$ cat src/rtl/axis_chk_pkg.sv
// rtl/axis_chk_pkg.sv - shared FSM states, event record and LFSR constants for the AXIS sample checker
package axis_chk_pkg;

    typedef enum logic [1:0] {
        ST_IDLE  = 2'd0,
        ST_RUN   = 2'd1,
        ST_DRAIN = 2'd2
    } chk_state_e;

    // Per-beat outcome, captured at the accepting edge and applied to the stats one cycle later
    typedef struct packed {
        logic err;
        logic data_err;
        logic last_err;
        logic good;
    } chk_evt_t;

    // Fibonacci taps 16,14,13,11 expressed as bit positions 15,13,12,10
    localparam logic [15:0] LFSR_SEED = 16'hACE1;
    localparam logic [15:0] LFSR_TAPS = 16'hB400;

    function automatic logic [15:0] lfsr_next(input logic [15:0] cur);
        return {cur[14:0], ^(cur & LFSR_TAPS)};
    endfunction

endpackage

$ cat src/rtl/axis_chk_lfsr.sv
// rtl/axis_chk_lfsr.sv - free-running 16-bit Fibonacci LFSR used to throttle the checker's tready
module axis_chk_lfsr
    import axis_chk_pkg::*;
(
    input  logic Clk,
    input  logic ResetN,
    output logic o_bit
);

    logic [15:0] r_lfsr;

    always_ff @(posedge Clk) begin
        if (!ResetN) begin
            r_lfsr <= LFSR_SEED;
        end else begin
            r_lfsr <= lfsr_next(r_lfsr);
        end
    end

    assign o_bit = r_lfsr[0];

endmodule

$ cat config.mk
export PLATFORM = sky130hd
export DESIGN_NAME = axis_chk_lfsr
export DESIGN_NICKNAME = d
export VERILOG_FILES = /design/src/rtl/axis_chk_pkg.sv /design/src/rtl/axis_chk_lfsr.sv
export SDC_FILE = /design/constraint.sdc
export NUM_CORES = 1
export LEC_CHECK = 0
export CAP_MARGIN = 0
export CORE_AREA = 5 5 42 44
export DETAILED_ROUTE_END_ITERATION = 7
export DIE_AREA = 0 0 47 49
export PLACE_DENSITY_LB_ADDON = 0.2
export SLEW_MARGIN = 25
export SYNTH_ARGS = -nofsm -noshare
export SYNTH_HDL_FRONTEND = slang
export SYNTH_SLANG_ARGS = --single-unit
$ cat constraint.sdc
create_clock -name Clk -period 1.8 [get_ports Clk]
set_input_delay 0.36 -clock Clk [delete_from_list [all_inputs] [get_ports Clk]]
set_output_delay 0.36 -clock Clk [all_outputs]
set_load 0.005 [all_outputs]
-- Word level (Yosys, flattened, before mapping)
Cells that the tools add are included.
- bits in registers: 16
- input port bits: 2
- logic and storage cells: 2
- reduce and logical (&&, ||, !) cells: 1
- operators by type and width (kind ; count):
    $reduce_xor 16->1 ; 1

-- Longest topological paths before layout
- depth in word-level cells: 1
- mapped depth: 3

-- Least setup slack after synthesis
OpenSTA, ideal clock, no wires.
- path type: register to register
- start: register r_lfsr[12]
- end: register r_lfsr[0]
- library setup time: 0.115 ns
- arrival time: 0.656 ns
- data required time: 1.685 ns
- path slack: 1.029 ns
- stages on the path, launching flop included: 4
- period minus slack after synthesis: 0.771 ns
- path through: dfxtp_1 xor2_1 xnor2_1 nand2_1
- longest elaborated chain between the ends: 1
- ends and longest elaborated chain (element ; RTL line ; text):
    start, declared ; axis_chk_lfsr.sv:10 ; logic [15:0] r_lfsr;
    start signal, assigned ; axis_chk_lfsr.sv:16 ; r_lfsr <= lfsr_next(r_lfsr);
    $reduce_xor 16->1 ; axis_chk_pkg.sv:23 ; return {cur[14:0], ^(cur & LFSR_TAPS)};
No other way between the ends.
A chain may end at the register's enable or synchronous reset.

-- Worst setup path after layout
- start: register r_lfsr[0]
- end: output o_bit
- RTL lines (element ; RTL line ; text):
    end, declared ; axis_chk_lfsr.sv:7 ; output logic o_bit
No word-level cell between the ends.

==> insert_results.sql <==
INSERT INTO impl_metrics (metric_group, metric, value, unit) VALUES
('status', 'status', 'finished, final reports clean', ''),
('die', 'die_area', '0.00230', 'mm2'),
('power_and_ir_drop', 'leakage', '0.205', 'nW'),
('sta', 'final_period_minus_worst_setup_slack', '1.46', 'ns'),
('final_layout', 'finish.net_count', '44', ''),
('setup_path', 'critPathLaunchType', 'flip-flop', ''),
('cts', 'clockRootBuffer', 'sky130_fd_sc_hd__clkbuf_4', ''),
('final_layout', 'layout.cells.most_common_list', 'sky130_fd_sc_hd__dfxtp_1 (16), sky130_fd_sc_hd__and2_1 (8), sky130_fd_sc_hd__nand2b_1 (7)', ''),
('logic_synthesis', 'synth.cell_area', '452', 'um2'),
('final_layout', 'regArea', '320', 'um2'),
('drt', 'drcViolationCount', '0', ''),
('drt', 'route.detailed.wl_per_inst', '10.1', 'um'),
('placed_design', 'cell_area_reported_after_detailed_placement', '484', 'um2'),
('setup_path', 'crit_required', '1.44', 'ns'),
('die', 'core', '0.00140', 'mm2'),
('sta', 'rsz0062_at_grt', 'no', ''),
('die', 'initial_core_util', '32.2', '%'),
('drt', 'route.vias.total', '223', ''),
('logic_synthesis', 'count_of_distinct_cell_types_in_the_synthesized_netlist', '7', ''),
('placed_design', 'io_buffer_count', '2', ''),
('sta', 'fin_setup_tns', '0', 'ns'),
('setup_path', 'path_class', 'reg -> out', ''),
('logic_synthesis', 'synth_largest_type_area_fraction', '70.9', '%'),
('global_route', 'overall_global_routing_resource_usage', '6.95', '%'),
('cts', 'post_cts_hold_buffer_count', '0', ''),
('setup_path', 'cp_num_buf_inv', '1', ''),
('run', 'drv.max_cap_violation_count', '0', ''),
('power_and_ir_drop', 'ir_worst_vdd', '0.000441', 'V'),
('sta', 'timing_max_transition_violations_final', '0', ''),
('global_route', 'grt-ovfl-total', '0', ''),
('logic_synthesis', 'synth.yosys.seq_area_share', '70.9', '%'),
('final_layout', 'stdcell_area', '507', 'um2'),
('final_layout', 'most_common_cell_after_layout_fill_and_taps_aside', 'sky130_fd_sc_hd__dfxtp_1', ''),
('logic_synthesis', 'ys.warnings.count', '0', ''),
('global_route', 'grt_pass1_wl', '1030', 'um'),
('logic_synthesis', 'synth_fa_ha_area_share', '0', '%'),
('sta', 'final.setup_skew', '0.000737', 'ns'),
('drt', 'drt-initial-drc-count', '1', ''),
('final_layout', 'multiInputGateArea', '124', 'um2'),
('logic_synthesis', 'post_synth_and_or_nand_nor_area_fraction', '21.6', '%'),
('logic_synthesis', 'synth_compound_gate_area_share', '0', '%'),
('cts', 'clk-insertion-delay-late', '0.27', 'ns'),
('final_layout', 'areaGrowthSynthToFinish', '12.2', '%'),
('logic_synthesis', 'ys_seq_elements', '16', ''),
('drt', 'ant_nets', '0', ''),
('final_layout', 'n_antenna_cell', '0', ''),
('power_and_ir_drop', 'totalPowerFinal', '0.000599', 'W'),
('setup_path', 'path_max_fanout', '2', ''),
('final_layout', 'largest_register_ff_count', '16', ''),
('worst_hold_path', 'min_delay_worst_type', 'reg -> reg', ''),
('cts', 'clk_transition_reported_paths', '0.08', 'ns'),
('cts', 'cts_repair_resize_count', '0', ''),
('die', 'floorplan.die.height', '49', 'um'),
('setup_path', 'cp-end-kind', 'primary output', ''),
('cts', 'cts.path.max_buffers', '2', ''),
('die', 'io-pin-count', '3', ''),
('sta', 'holdWs', '0.416', 'ns'),
('sta', 'timing_worst_slew_pin_value', '0.432', 'ns'),
('global_route', 'grt_start_max_net_pins', '17', ''),
('logic_synthesis', 'synth_fp_nets', '38', ''),
('final_layout', 'filler_cell_count', '158', ''),
('logic_synthesis', 'netlist_top_cells_area', 'sky130_fd_sc_hd__dfxtp_1 (71%), sky130_fd_sc_hd__and2_1 (11%), sky130_fd_sc_hd__nand2b_1 (9.7%)', ''),
('drt', 'route.detailed.vias_per_inst', '3.98', ''),
('drt', 'detail_route.wirelength', '564', 'um'),
('global_route', 'initial_antenna_violation_count', '0', ''),
('cts', 'cts-buffers-inserted', '3', ''),
('setup_path', 'critPathMaxStageDelay', '0.50', 'ns'),
('logic_synthesis', 'yosys.area_share.xor_xnor', '5.82', '%'),
('final_layout', 'max_flop_register', 'r_lfsr', ''),
('cts', 'cts_num_sinks', '16', ''),
('sta', 'final-setup-viol-count', '0', '');
==> kinds of logic after synthesis <==
| logic type | count (synthesis) |
|---|---|
| xor gates and xnor gates | 3 |
| buffers and inverters | 1 |
| and+or+nand+nor | 16 |
| DFF | 16 |
==> layout make-up <==
cell class / count / share of cell area [%]
Clock buffer: 3 / 4.44
Multi-Input combinational cell: 19 / 24.4
Sequential cell: 16 / 63.2
Tap cell: 16 / 3.95
Timing Repair Buffer: 2 / 3.95
==> Yosys cell counts (all sizes together) <==
| library cell | count |
|---|---|
| nand2b | 7 |
| xor2 | 2 |
| dfxtp | 16 |
| buf | 1 |
| xnor2 | 1 |
| nand2 | 1 |
| and2 | 8 |
==> per-layer routing <==
metal | up-vias | GRT usage [%] | part of all wire (%)
met5 | - | 0 | 0
met4 | 0 | 4.15 | 0
met2 | 7 | 7.47 | 43
met1 | 100 | 8.31 | 47
met3 | 0 | 7.01 | 9.2
li1 | 116 | - | -
==> final timing paths <==
| path | cells past startpoint | slack [ns] | from | end |
|---|---|---|---|---|
| hold / removal | 1 | 0.42 | r_lfsr[4] | r_lfsr[5] |
| setup reg to reg | 3 | 0.93 | r_lfsr[10] | r_lfsr[0] |
| setup / recovery | 1 | 0.34 | r_lfsr[0] | o_bit |
| hold reg to reg | 1 | 0.42 | r_lfsr[4] | r_lfsr[5] |
==> where the power goes <==
| group | total, W | switching [W] | internal, W |
|---|---|---|---|
| combinational | 0.0000401 | 0.0000155 | 0.0000246 |
| sequential | 0.000387 | 0.00000782 | 0.000379 |
| clock | 0.000172 | 0.0000950 | 0.0000774 |
==> metrics by stage <==
step	utilization, %	instances	setup slack [ns]
final	36.2	56	0.339
after global routing	36.2	56	0.295
after CTS	36.2	56	0.323
after detailed placement	34.6	53	0.398
after global placement	34.6	53	0.443
after floorplan	-	36	1.03
Note: power is estimated with default switching activity, not from simulation.
